File: src/rtl/alu_multicycle.sv
// alu_multicycle: execution-stage ALU with single-cycle logic/arith ops and an
// iterative shift-add multiplier behind a start/busy/done handshake.
// Optional build macro ALU_MUL_EARLY_EXIT_EN: when defined, a multiply finishes
// as soon as the remaining multiplier bits are all zero instead of always
// running WIDTH iterations.
module alu_multicycle #(
    parameter int WIDTH = 32,
    parameter int CNT_W = 5
) (
    input  logic             clk,
    input  logic             rst,
    input  logic             start,
    input  logic [2:0]       ALUControl,
    input  logic [WIDTH-1:0] SrcA,
    input  logic [WIDTH-1:0] SrcB,
    output logic [WIDTH-1:0] ALUResult,
    output logic             Zero,
    output logic             busy,
    output logic             done
);

    localparam logic [2:0] OP_AND = 3'b000;
    localparam logic [2:0] OP_OR  = 3'b001;
    localparam logic [2:0] OP_SUB = 3'b100;
    localparam logic [2:0] OP_SLT = 3'b110;
    localparam logic [2:0] OP_MUL = 3'b101;

    // Counter value seen on the last of the WIDTH iteration edges.
    localparam logic [CNT_W-1:0] LAST_CNT = CNT_W'(WIDTH - 1);

    typedef enum logic {
        IDLE,
        MUL
    } state_t;

    state_t           r_state;
    logic [WIDTH-1:0] r_mcand;
    logic [WIDTH-1:0] r_mplier;
    logic [WIDTH-1:0] r_acc;
    logic [CNT_W-1:0] r_cnt;
    logic [WIDTH-1:0] r_result;
    logic             r_zero;
    logic             r_done;

    state_t           w_nextState;
    logic [WIDTH-1:0] w_nextMcand;
    logic [WIDTH-1:0] w_nextMplier;
    logic [WIDTH-1:0] w_nextAcc;
    logic [CNT_W-1:0] w_nextCnt;
    logic [WIDTH-1:0] w_nextResult;
    logic             w_nextZero;
    logic             w_nextDone;
    logic [WIDTH-1:0] w_aluOut;
    logic [WIDTH-1:0] w_accSum;

    // Single-cycle result for the non-multiply opcodes; unused codes fall back to ADD.
    always_comb begin
        w_aluOut = SrcA + SrcB;
        case (ALUControl)
            OP_AND:  w_aluOut = SrcA & SrcB;
            OP_OR:   w_aluOut = SrcA | SrcB;
            OP_SUB:  w_aluOut = SrcA - SrcB;
            OP_SLT:  w_aluOut = {{(WIDTH-1){1'b0}}, ($signed(SrcA) < $signed(SrcB))};
            default: w_aluOut = SrcA + SrcB;
        endcase
    end

    assign w_accSum = r_mplier[0] ? (r_acc + r_mcand) : r_acc;

    // Next-state and datapath update: accept work in IDLE, iterate shift-add in MUL.
    always_comb begin
        w_nextState  = r_state;
        w_nextMcand  = r_mcand;
        w_nextMplier = r_mplier;
        w_nextAcc    = r_acc;
        w_nextCnt    = r_cnt;
        w_nextResult = r_result;
        w_nextZero   = r_zero;
        w_nextDone   = 1'b0;
        case (r_state)
            IDLE: begin
                if (start) begin
                    if (ALUControl == OP_MUL) begin
                        w_nextMcand  = SrcA;
                        w_nextMplier = SrcB;
                        w_nextAcc    = '0;
                        w_nextCnt    = '0;
                        w_nextState  = MUL;
                    end else begin
                        w_nextResult = w_aluOut;
                        w_nextZero   = (w_aluOut == '0);
                        w_nextDone   = 1'b1;
                    end
                end
            end
            MUL: begin
                w_nextAcc    = w_accSum;
                w_nextMcand  = r_mcand << 1;
                w_nextMplier = r_mplier >> 1;
                w_nextCnt    = r_cnt + 1'b1;
                if (r_cnt == LAST_CNT) begin
                    w_nextResult = w_accSum;
                    w_nextZero   = (w_accSum == '0);
                    w_nextDone   = 1'b1;
                    w_nextState  = IDLE;
                end
`ifdef ALU_MUL_EARLY_EXIT_EN
                if (r_mplier == '0) begin
                    w_nextResult = r_acc;
                    w_nextZero   = (r_acc == '0);
                    w_nextDone   = 1'b1;
                    w_nextState  = IDLE;
                end
`endif
            end
            default: w_nextState = IDLE;
        endcase
    end

    // State and datapath registers; reset aborts any multiply with no done pulse.
    always_ff @(posedge clk or posedge rst) begin
        if (rst) begin
            r_state  <= IDLE;
            r_mcand  <= '0;
            r_mplier <= '0;
            r_acc    <= '0;
            r_cnt    <= '0;
            r_result <= '0;
            r_zero   <= 1'b1;
            r_done   <= 1'b0;
        end else begin
            r_state  <= w_nextState;
            r_mcand  <= w_nextMcand;
            r_mplier <= w_nextMplier;
            r_acc    <= w_nextAcc;
            r_cnt    <= w_nextCnt;
            r_result <= w_nextResult;
            r_zero   <= w_nextZero;
            r_done   <= w_nextDone;
        end
    end

    assign ALUResult = r_result;
    assign Zero      = r_zero;
    assign busy      = (r_state == MUL);
    assign done      = r_done;

endmodule

File: config.mk
export PLATFORM = sky130hd
export DESIGN_NAME = alu_multicycle
export DESIGN_NICKNAME = d
export VERILOG_FILES = /design/src/rtl/alu_multicycle.sv
export SDC_FILE = /design/constraint.sdc
export NUM_CORES = 1
export LEC_CHECK = 0
export ABC_AREA = 1
export CAP_MARGIN = 0
export CELL_PAD_IN_SITES_DETAIL_PLACEMENT = 1
export CELL_PAD_IN_SITES_GLOBAL_PLACEMENT = 1
export CORE_AREA = 2 2 165 208
export DETAILED_ROUTE_END_ITERATION = 12
export DIE_AREA = 0 0 167 210
export PLACE_DENSITY = 0.87
export RECOVER_POWER = 50
export SKIP_LAST_GASP = 1
export SLEW_MARGIN = 30
export SYNTH_ARGS = -nofsm -noshare
export SYNTH_HDL_FRONTEND = slang
export SYNTH_SLANG_ARGS = --single-unit
File: constraint.sdc
create_clock -name clk -period 10.2 [get_ports clk]
set_clock_uncertainty 0.2 [all_clocks]
set_input_delay 1.02 -clock clk [delete_from_list [all_inputs] [get_ports clk]]
set_output_delay 1.02 -clock clk [all_outputs]
set_load 0.01 [all_outputs]
After elaboration in Yosys (flattened, before gate mapping)
Cells that the tools add are included.

cells by class
  equality and inequality tests = 9
  bitwise logic cells = 3
  mux-type cells = 30
  order comparisons = 1
  $add $sub $neg = 4
  reduce and logical (&&, ||, !) cells = 5

operators by type and width
  cell                                                   number
  two-way mux 32 bit                                     10
  case mux 32 bit (2 select lines)                       4
  case mux 32 bit (4 select lines)                       1
  adder 32 bit                                           2
  zero test 32 bit                                       2
  bitwise AND 32 bit                                     1
  less-than comparator 32 bit                            1
  bitwise OR 32 bit                                      1
  subtractor 32 bit                                      1
  two-way mux 5 bit                                      2
  case mux 5 bit (2 select lines)                        1
  equality test 3 bit, second input constant             3
  two-way mux 1 bit                                      9
  inequality test 2 bit, second input constant           3
  case mux 1 bit (2 select lines)                        3
  adder 5 x 1 -> 5 bit, second input constant            1
  equality test 5 bit, second input constant             1
  equality test 3 x 1 -> 1 bit, second input constant    1
  zero test 3 bit                                        1
  AND reduction 3 bit                                    1
  inequality test 2 x 1 -> 1 bit, second input constant  1
  AND reduction 2 bit                                    1
  inverter 1 bit                                         1

storage, ports and cells
  output and inout port bits = 35
  input bits = 70
  flip-flop bits (word level) = 136
  logic and storage cells = 60

Depth between registers and ports, before layout
Gate-level depths: netlist of run 1.

  depth after elaboration = 6
  mapped depth = 24

Worst setup path before layout of run 1
No wires, ideal clock.

  path kind = input -> register
  from = in SrcA[0]
  to = reg r_zero, in the netlist Zero
  stages = 21
  buffers on the path = 0
  library setup time = 0.060 ns
  slack = 7.068 ns
  data arrival time = 2.872 ns
  cells stage by stage = ha_1 > fa_1 > nand3_1 > nand2_2 > nand2_1 > nand2_1 > nand2_1 > nand2_2 > nand2_1 > nand2_1 > nand2_1 > nand2_1 > nand2_1 > nand3_1 > nor2_1 > nand2_1 > nor2_1 > nand2_1 > nand2_1 > nand2_1 > nand2_1

on the way
  word-level cells in the longest chain between the ends = 6
  elaborated cells between the ends (all ways) = 10
  those cells by class = add/sub (2); order compare (1); mux (4); bitwise (2); reduce/logical (1)

RTL lines
  what                                  line  text
  start: declaration                    14    input logic [WIDTH-1:0] SrcA,
  adder 32 bit (tied with other cells)  64    default: w_aluOut = SrcA + SrcB;
  case mux 32 bit (4 select lines) (*)  59    case (ALUControl)
  zero test 32 bit (*)                  91    w_nextZero = (w_aluOut == '0);
  two-way mux 1 bit (*)                 83    if (ALUControl == OP_MUL) begin
  two-way mux 1 bit (*)                 82    if (start) begin
  case mux 1 bit (2 select lines) (*)   80    case (r_state)
  end signal: assignment                138   r_zero <= w_nextZero;
  end: declaration                      42    logic r_zero;

Every way passes the cells marked *; elsewhere a longest branch is shown, timed or not. The select of a mux whose other input is x is not followed.
A chain may end at the register's enable or synchronous reset.

Final worst setup path of run 1
  from = reg r_state, in the netlist busy
  to = reg r_result[7], in the netlist ALUResult[7]

on the way
  word-level cells in the longest chain between the ends = 3
  elaborated cells between the ends (all ways) = 6
  those cells by class = eq/ne (3); mux (1); bitwise (1); reduce/logical (1)

RTL lines
  what                             line  text
  start: declaration               36    state_t r_state;
  start signal: assignment         132   r_state <= w_nextState;
  inverter 1 bit                   n/a
  inequality test 2 bit (no line)  n/a
  AND reduction 3 bit (no line)    n/a
  end signal: assignment           137   r_result <= w_nextResult;
  end: declaration                 41    logic [WIDTH-1:0] r_result;

Several ways; a longest one is shown, not always the timed one.

==> results of run 1 <==
## layer usage
metal  vias to the layer above  track usage  share of wire
met5                         -            0              0
met4                         0        0.178          0.054
met3                       194       0.0268          0.043
met2                       590        0.612           0.49
met1                      8246        0.429           0.41
li1                       7886            -              -
## sequential cells by signal, summed over array words and instances (netlist names)
name,count
r_acc,32
r_mplier,32
Zero,1
r_cnt,5
done,1
ALUResult,32
busy,1
r_mcand,32
## power by group through the flow
| stage | registers (µW) | logic, µW | clock network (µW) |
|---|---|---|---|
| floorplan | 909 | 1290 | 0 |
| global placement | 943 | 1840 | 0 |
| detailed placement | 954 | 1920 | 0 |
| CTS | 951 | 1960 | 619 |
| global route | 980 | 2180 | 639 |
| finish | 959 | 1970 | 617 |
## cell type report
type,instances,area (µm²)
clock buffers,21,460
clock inverters,11,124
fillers,4611,16300
inverters,446,1680
multi-input cells,1801,9490
flip-flops and latches,136,3410
well taps,423,529
repair buffers,115,1120
## final timing paths
check | endpoint
max | ALUResult[7]
min | r_cnt[3]
max reg2reg | ALUResult[7]
min reg2reg | r_cnt[3]
max in group asynchronous | ALUResult[28]
min in group asynchronous | r_acc[3]
## critical path, cell delays in order, from the launching register on
cell      delay [ns]
dfrtp_2         0.61
buf_4           0.39
inv_2           0.11
clkbuf_1        2.51
o21ai_0         0.78
a31oi_1         0.39
## cells in the final DEF, fill, tap and decap left out, types with 4 or more instances in the layout
master / n
o22ai_1: 25
a211oi_1: 4
o211ai_1: 30
clkinv_4: 5
o221ai_1: 33
nor3_2: 7
dfrtp_1: 134
nand3b_1: 12
nand2_2: 23
nand3_1: 233
o21ai_0: 57
a21oi_2: 7
nand3_2: 11
buf_4: 8
o21ai_1: 8
ha_1: 129
a21oi_1: 105
clkinv_2: 5
nand2_4: 7
clkbuf_1: 4
o21bai_1: 11
nand2_1: 805
nor3_1: 14
clkbuf_16: 17
nor2_4: 8
nand4_1: 24
inv_1: 403
dlygate4sd3_1: 16
clkdlybuf4s50_1: 88
nor2_2: 21
inv_2: 38
nor2_1: 184
a31oi_1: 14
## through the flow
| stage | instance area [µm²] | hold WS [ns] | power [µW] | cells | util |
|---|---|---|---|---|---|
| after floorplan | 15000 | 0.251 | 2200 | 2464 | - |
| after global placement | 16200 | 0.279 | 2780 | 2921 | 0.490 |
| after detailed placement | 16200 | 0.282 | 2880 | 2921 | 0.490 |
| after CTS | 16800 | 0.307 | 3530 | 2953 | 0.508 |
| after global routing | 16800 | 0.334 | 3800 | 2953 | 0.507 |
| final | 16800 | 0.305 | 3550 | 2953 | 0.507 |
## cells by family after synthesis
| group | synth area share |
|---|---|
| xor gates and xnor gates | 0.00233 |
| buffers and inverters | 0.144 |
| DFF | 0.226 |
| adders and majority gates | 0.111 |
| and+or+nand+nor | 0.392 |
| AOI/OAI and AO/OA | 0.125 |
==> results_dict.tcl, run 1 <==
set metrics [dict create \
    vdd_drop_max_mv 0.158 \
    drtIter0Drc 1249 \
    die_w_um 167 \
    grt_pass1_vias 17700 \
    pwr-share-seq 0.271 \
    maxCapViolCount 3 \
    clk_latency_ns 0.44 \
    path_clk_slew_ns 0.06 \
    worstSetupPathType "reg2reg" \
    cts_htree_levels 4 \
    internal-power_uw 1800 \
    crit_arrival_ns 5.28 \
    cts.sinks 136 \
    violations "capacitance limit, slew limit" \
    post-route-min-period_ns 5.15 \
    layout_setup_ws_ns 5.05 \
    clkPwrFrac 0.174 \
    place_congestion 1.01 \
    diodes 0 \
    synth-edff-count 0 \
    yosys-top-cells-count "nand2_1, inv_1, nand3_1, nor2_1, dfrtp_1" \
    maxSlewHeadroom -1.39 \
    wl_um 61300 \
    antenna_found_initial 0 \
    startpoint "busy" \
    track_usage 0.348 \
    worstReg2RegStart "busy" \
    cp-end-kind "flip-flop" \
    final_nets 2719 \
    dr.pass1.iters 6 \
    synthCells 2464 \
    cts_tree "yes" \
    cts_resized 0 \
    status "finished, violations left" \
    worstSetupStartpointType "flip-flop" \
    grt_overflow 0 \
    worstMarginPinSlew_ns 3.58 \
    drtAntennaViolNets 0 \
    core_area_um2 33100 \
    io-pin-count 105 \
    synth.ff_latch_count 136 \
    p_sw_uw 1750 \
    dpl_worst_slack_ns 5.65 \
    cp.required_ns 10.33 \
    drc_errors 0 \
    holdPathStages 1 \
    area_growth_syn_to_layout_pct 11.7 \
    grt_setup_unrepaired "false" \
    cts-root-buf "clkbuf_16" \
    synth.distinct_cells 53 \
    cts_setup_buffers 0 \
    cts_buffer_depth 2 \
    timing.fmax_mhz 194 \
    path_max_fanout 76 \
    power.leakage_uw 0.00900 \
    r2r_cells 5 \
    drive_gt1_frac 0.0680 \
    yosysTopAreaCell "dfrtp_1" \
    seq_area_frac_synth 0.226 \
    combPwrFrac 0.556 \
    grt_start_max_net_pins 79 \
    finalHoldViolations 0 \
    num_vias 16900 \
    ys_async_sr_fraction 1.00 \
    std_cell_rows 75 \
    yosys_warnings 0 \
    hpwlAfterDp_um 49500 \
    setup_violations 0 \
    numCtsBuffers 17 \
    die_area_um2 35100 \
    period_share 0.505 \
    syn_nets 2666 \
    p_sw_frac 0.494 \
    drv_slew 178 \
    die-height_um 210 \
    fin_tns_setup_ns 0 \
    post_drt_wl_per_cell_um 20.8 \
    synth_most_common_cell "nand2_1" \
    hold_buffers 0 \
    yosysTopAreaCellShare 0.225 \
    initial_core_util 0.454 \
    p_per_area_nw_per_um2 211 \
    io_buffers 104 \
    avgSynthCellArea_um2 6.11 \
    min_path_type "reg2reg" \
    netlist_top_cells_area "dfrtp_1, nand2_1, ha_1, inv_1, nand3_1" \
    grt_pass1_wl_um 95800 \
    hold_start "r_cnt[3]" \
    synth_flop_cell "dfrtp_1" \
    rrSetupSlack_ns 5.05 \
    vias_per_cell 5.73 \
    syn-cell-area_um2 15000 \
]
No activity file was read; power rests on OpenSTA's default activity.
==> run 2: changes to the inputs <==
--- a/config.mk
+++ b/config.mk
@@ -9,10 +9,10 @@
 export CAP_MARGIN = 0
 export CELL_PAD_IN_SITES_DETAIL_PLACEMENT = 1
 export CELL_PAD_IN_SITES_GLOBAL_PLACEMENT = 1
-export CORE_AREA = 2 2 165 208
+export CORE_AREA = 2 2 179 225
 export DETAILED_ROUTE_END_ITERATION = 12
-export DIE_AREA = 0 0 167 210
-export PLACE_DENSITY = 0.87
+export DIE_AREA = 0 0 181 227
+export PLACE_DENSITY = 0.78
 export RECOVER_POWER = 50
 export SKIP_LAST_GASP = 1
 export SLEW_MARGIN = 30
==> constraint.sdc (replaced) <==
create_clock -name clk -period 4.1 [get_ports clk]
set_clock_uncertainty 0.2 [all_clocks]
set_input_delay 0.41 -clock clk [delete_from_list [all_inputs] [get_ports clk]]
set_output_delay 0.41 -clock clk [all_outputs]
set_load 0.01 [all_outputs]
==> run 2 against run 1 <==
The run still ends with capacitance limit, slew limit left. Global-route usage shrank 4.0 points. Via count shrank 2.2%. First-iteration DRC count shrank 28%. Die area rose by 17%. Count of clock-buffer cells in the layout fell by 2. Power grew to 2.5 times the previous value. Sequential cell count did not move. Wire length is 2.8% higher. Non-clock buffer count rose by 20. Largest power group unchanged. Highest routed layer unchanged.
==> results_dict.tcl, run 2 (synthesized netlist as in run 1, its figures left out) <==
set metrics [dict create \
    seqCellArea_um2 3410 \
    violations "capacitance limit, slew limit" \
    post_drt_wl_per_cell_um 20.7 \
    crit_arrival_ns 3.81 \
    maxCapViolCount 1 \
    internal-power_uw 4610 \
    core_area_um2 38900 \
    drive_gt1_frac 0.0776 \
    grt_pass1_wl_um 97600 \
    status "finished, violations left" \
    cts_htree_levels 4 \
    drv_slew 117 \
    die_w_um 181 \
    p_sw_uw 4400 \
    p_sw_frac 0.488 \
    wl_um 63000 \
    initial_core_util 0.387 \
    antenna_found_initial 0 \
    pwr-share-seq 0.260 \
    fin_cells 3048 \
    multiInputGateArea_um2 9490 \
    io_buffers 104 \
    cp.required_ns 4.28 \
    area_growth_syn_to_layout_pct 13.8 \
    grt_overflow 0 \
    diodes 0 \
    io-pin-count 105 \
    setup_violations 0 \
    path_clk_slew_ns 0.07 \
    cts-root-buf "clkbuf_16" \
    clk_latency_ns 0.43 \
    place_congestion 1.03 \
    final_common_cell "nand2_1" \
    drtIter0Drc 902 \
    cts_setup_buffers 0 \
    clkPwrFrac 0.188 \
    cts_tree "yes" \
    fill_cells 5313 \
    period_share 0.885 \
    fin_tns_setup_ns 0 \
    post-route-min-period_ns 3.63 \
    track_usage 0.308 \
    final_cell_mix "nand2_1, inv_1, nand3_1, nor2_1, dfrtp_1" \
    worstMarginPinSlew_ns 1.62 \
    grt_setup_unrepaired "false" \
    die_area_um2 41100 \
    hold_buffers 0 \
    grt_pass1_vias 17300 \
    cts.sinks 136 \
    finalPower_uw 9010 \
    min_path_type "reg2reg" \
    dr.pass1.iters 5 \
    dp_cells 3016 \
    maxSlewHeadroom -0.0810 \
    p_per_area_nw_per_um2 527 \
    combPwrFrac 0.552 \
    hpwlAfterDp_um 51900 \
    vdd_drop_max_mv 0.292 \
    drc_errors 0 \
    cp-end-kind "flip-flop" \
    worstSetupPathType "in2reg" \
    drtAntennaViolNets 0 \
    num_vias 16500 \
    numCtsBuffers 17 \
    timing.fmax_mhz 276 \
    grt_start_max_net_pins 117 \
    path_max_fanout 9 \
    cts_buffer_depth 2 \
    vias_per_cell 5.43 \
    hold_ws_ns 0.294 \
    cts_resized 0 \
    finalHoldViolations 0 \
    power.leakage_uw 0.00913 \
    die-height_um 227 \
    final_nets 2739 \
    std_cell_rows 81 \
    final_core_util 0.440 \
    worstSetupStartpointType "input pin" \
]
## run 2: power by group through the flow
| stage | sequential [µW] | combinational (µW) | clock [µW] |
|---|---|---|---|
| floorplan | 2260 | 3210 | 0 |
| global placement | 2330 | 4780 | 0 |
| detailed placement | 2340 | 4940 | 0 |
| CTS | 2330 | 4990 | 1720 |
| global route | 2390 | 5550 | 1760 |
| finish | 2340 | 4980 | 1700 |
## run 2: critical path, cell delays in order
cell,delay (ns)
clkdlybuf4s50_1,0.67
inv_1,0.09
ha_1,0.67
nand2_2,0.23
nor2_1,0.20
nand3_1,0.14
nand3_1,0.19
nand3_1,0.17
nand2_1,0.10
nand2_1,0.05
nand3_1,0.07
nand3_1,0.19
nor2_1,0.15
nand2_1,0.07
nor2_1,0.12
nand2_1,0.08
nand2_1,0.07
nand2_1,0.05
nand2_1,0.07
## run 2: stage by stage
step / setup slack, ns / cell area, µm²
floorplan: 1.58 / 15000
detailed placement: 0.0146 / 16500
finish: 0.472 / 17100
global route: 0.203 / 17100
CTS: 0.447 / 17100
global placement: 0.0530 / 16500
## run 2: layer usage
| layer | share of wire | wire length, µm | GRT usage | vias up |
|---|---|---|---|---|
| met2 | 0.49 | 31000 | 0.551 | 356 |
| met5 | 0 | 0 | 0 | - |
| met1 | 0.44 | 27800 | 0.394 | 8143 |
| met3 | 0.035 | 2230 | 0.0277 | 92 |
| met4 | 0.030 | 1910 | 0.0983 | 0 |
| li1 | - | - | - | 7945 |
## run 2: area by class of cell
class,count,area share
clock buffer,19,0.0265
clock inverter,13,0.0113
inverter,446,0.0980
multi-input combinational,1801,0.554
sequential,136,0.199
tap,498,0.0364
timing repair buffer,135,0.0744
## run 2: path summary, 6_finish.rpt
kind | startpoint | endpoint | slack [ns] | depth (start not counted)
max reg2reg | r_acc[0] | Zero | 0.85 | 19
min | r_mplier[1] | r_mplier[0] | 0.29 | 2
min reg2reg | r_mplier[1] | r_mplier[0] | 0.29 | 2
max in group asynchronous | rst | r_mcand[24] | 1.09 | 3
min in group asynchronous | rst | r_cnt[0] | 0.42 | 2
max | SrcA[7] | Zero | 0.47 | 19
==> run 3: changes to the inputs <==
--- a/config.mk
+++ b/config.mk
@@ -9,10 +9,11 @@
 export CAP_MARGIN = 0
 export CELL_PAD_IN_SITES_DETAIL_PLACEMENT = 1
 export CELL_PAD_IN_SITES_GLOBAL_PLACEMENT = 1
-export CORE_AREA = 2 2 179 225
+export CORE_AREA = 2 2 174 210
+export CTS_CLUSTER_SIZE = 28
 export DETAILED_ROUTE_END_ITERATION = 12
-export DIE_AREA = 0 0 181 227
-export PLACE_DENSITY = 0.78
+export DIE_AREA = 0 0 176 212
+export PLACE_DENSITY = 0.82
 export RECOVER_POWER = 50
 export SKIP_LAST_GASP = 1
 export SLEW_MARGIN = 30
==> constraint.sdc (replaced) <==
create_clock -name clk -period 3.4 [get_ports clk]
set_clock_uncertainty 0.2 [all_clocks]
set_input_delay 0.34 -clock clk [delete_from_list [all_inputs] [get_ports clk]]
set_output_delay 0.34 -clock clk [all_outputs]
set_load 0.01 [all_outputs]
==> run 3 against run 2 <==
The flow now finishes without violations. Critical path type unchanged. Power is 26% higher. Utilization grew 9.6 points. Critical path depth rose by 3. Non-clock buffer count increased by 243.
==> results_dict.tcl, run 3 (synthesized netlist as in run 1, its figures left out) <==
set metrics [dict create \
    io_buffers 104 \
    maxSlewHeadroom 0.0818 \
    power.leakage_uw 0.0103 \
    drv_slew 0 \
    status "finished clean" \
    combPwrFrac 0.578 \
    place_congestion 0.996 \
    path_max_fanout 4 \
    numCtsBuffers 17 \
    final_nets 2982 \
    fin_area_um2 19000 \
    cts_htree_levels 4 \
    vias_per_cell 5.46 \
    p_per_area_nw_per_um2 600 \
    period_share 0.973 \
    cts_buffer_depth 2 \
    path_clk_slew_ns 0.08 \
    maxCapViolCount 0 \
    layout_setup_ws_ns 0.0925 \
    antenna_found_initial 4 \
    std_cell_rows 76 \
    timing.fmax_mhz 302 \
    final_common_cell "nand2_1" \
    dp_cells 3229 \
    worst-path-buf-inv 3 \
    worstPathCellList "clkdlybuf4s50_1, ha_1, inv_1, fa_1, nand2_1, nand2_2, buf_4, nand3_2, nand2_1, nand2_2, nand2_2, nand3_1, nand3_1, nand3_2, nand2_1, nand2_1, nand3_1, nor2_1, nand2_1, nand2_1, nand2_1, nand2_1" \
    cp-end-kind "flip-flop" \
    hpwlAfterDp_um 55100 \
    cts.sinks 136 \
    p_sw_frac 0.493 \
    io-pin-count 105 \
    hold_buffers 0 \
    wl_um 68200 \
    crit_arrival_ns 3.50 \
    drtAntennaViolNets 0 \
    track_usage 0.367 \
    post-route-min-period_ns 3.31 \
    drc_errors 0 \
    dpl_worst_slack_ns -0.625 \
    clkPwrFrac 0.172 \
    worstMarginPinSlew_ns 1.37 \
    setup_violations 0 \
    grt_pass1_vias 18800 \
    max_stage_delay_ns 0.52 \
    clk_latency_ns 0.45 \
    worstSetupStartpointType "input pin" \
    critical_path.top_delay_family "simple AND/OR/NAND/NOR gates" \
    grt_start_max_net_pins 77 \
    post_drt_wl_per_cell_um 20.9 \
    pwr-share-seq 0.250 \
    die-height_um 212 \
    drive_gt1_frac 0.164 \
    fin_cells 3262 \
    internal-power_uw 5780 \
    core_area_um2 35500 \
    grt_setup_unrepaired "false" \
    finalHoldViolations 0 \
    grt_overflow 0 \
    die_area_um2 37300 \
    cts-root-buf "clkbuf_16" \
    die_w_um 176 \
    vdd_drop_max_mv 0.374 \
    p_sw_uw 5620 \
    dr.pass1.iters 7 \
    worstSetupPathType "in2reg" \
    cts_tree "yes" \
    place_area_um2 18300 \
    num_vias 17800 \
    drtIter0Drc 1002 \
    cts_resized 2 \
    cp.required_ns 3.60 \
    critPathSlowestCell "clkdlybuf4s50_1" \
    min_path_type "reg2reg" \
    cts_setup_buffers 0 \
    grt_pass1_wl_um 104000 \
    crit_top_cell "nand2_1" \
    final_cell_mix "nand2_1, inv_1, buf_4, nand3_1, nor2_1" \
    area_growth_syn_to_layout_pct 26.4 \
    initial_core_util 0.424 \
]
[run 3: cell count changes in the layout (fill, tap and decap cells not counted), moves of 3 or more]
cell,change
ha_2,+6
ha_4,+3
nor2_2,+3
nand3_2,+3
ha_1,-9
inv_6,+4
buf_4,+236
buf_12,+5
nor2_1,-3
nand3_1,-3
[run 3: cell type report]
type / instances / area [µm²]
fillers: 4940 / 16500
clock inverters: 13 / 158
diodes: 1 / 2.50
inverters: 446 / 1680
flip-flops and latches: 136 / 3410
multi-input cells: 1801 / 9580
well taps: 468 / 586
clock buffers: 19 / 453
repair buffers: 378 / 3160
[run 3: worst reg2reg max path: stages (launching register included)]
cell     delay [ns]
dfrtp_1        0.41
ha_1           0.28
fa_2           0.39
nand2_1        0.13
o21ai_2        0.11
nand3_1        0.11
nand3_1        0.19
nand2_1        0.12
nand3_1        0.13
nand2_1        0.12
nand3_1        0.10
nor2_1         0.19
nand3_1        0.10
nor2_1         0.20
nand3_1        0.18
nand2_1        0.11
nand2_1        0.06
nand2_1        0.07
[run 3: through the flow]
step | power [µW] | TNS (ns) | hold slack (ns) | util
after floorplan | 6590 | 0 | 0.251 | -
after global placement | 8900 | -1.57 | 0.271 | 0.517
after CTS | 11400 | 0 | 0.139 | 0.534
after detailed placement | 9180 | -2.40 | 0.279 | 0.517
after global routing | 12200 | 0 | 0.340 | 0.536
final | 11400 | 0 | 0.301 | 0.536
[run 3: routing by layer]
metal	GRT usage	up-vias	part of all wire
li1	-	8406	-
met1	0.449	8788	0.42
met2	0.656	472	0.49
met3	0.0445	142	0.048
met4	0.143	4	0.042
met5	0	-	0.00040
[run 3: worst paths after layout]
kind | to | slack (ns) | depth (start not counted) | startpoint
min in group asynchronous | r_mcand[4] | 0.44 | 2 | rst
max in group asynchronous | r_mcand[23] | 0.83 | 3 | rst
worst min register to register | r_mplier[0] | 0.30 | 2 | r_mplier[1]
worst max-delay path | Zero | 0.09 | 22 | SrcB[0]
worst min-delay path | r_mplier[0] | 0.30 | 2 | r_mplier[1]
worst max register to register | Zero | 0.15 | 17 | r_mcand[0]
[run 3: power by group through the flow]
stage	Sequential, µW	Combinational (µW)	Clock, µW
2_1_floorplan	2730	3870	0
3_3_place_gp	2800	6100	0
3_5_place_dp	2840	6350	0
4_1_cts	2840	6540	1980
5_1_grt	2910	7220	2020
6_report	2850	6590	1960
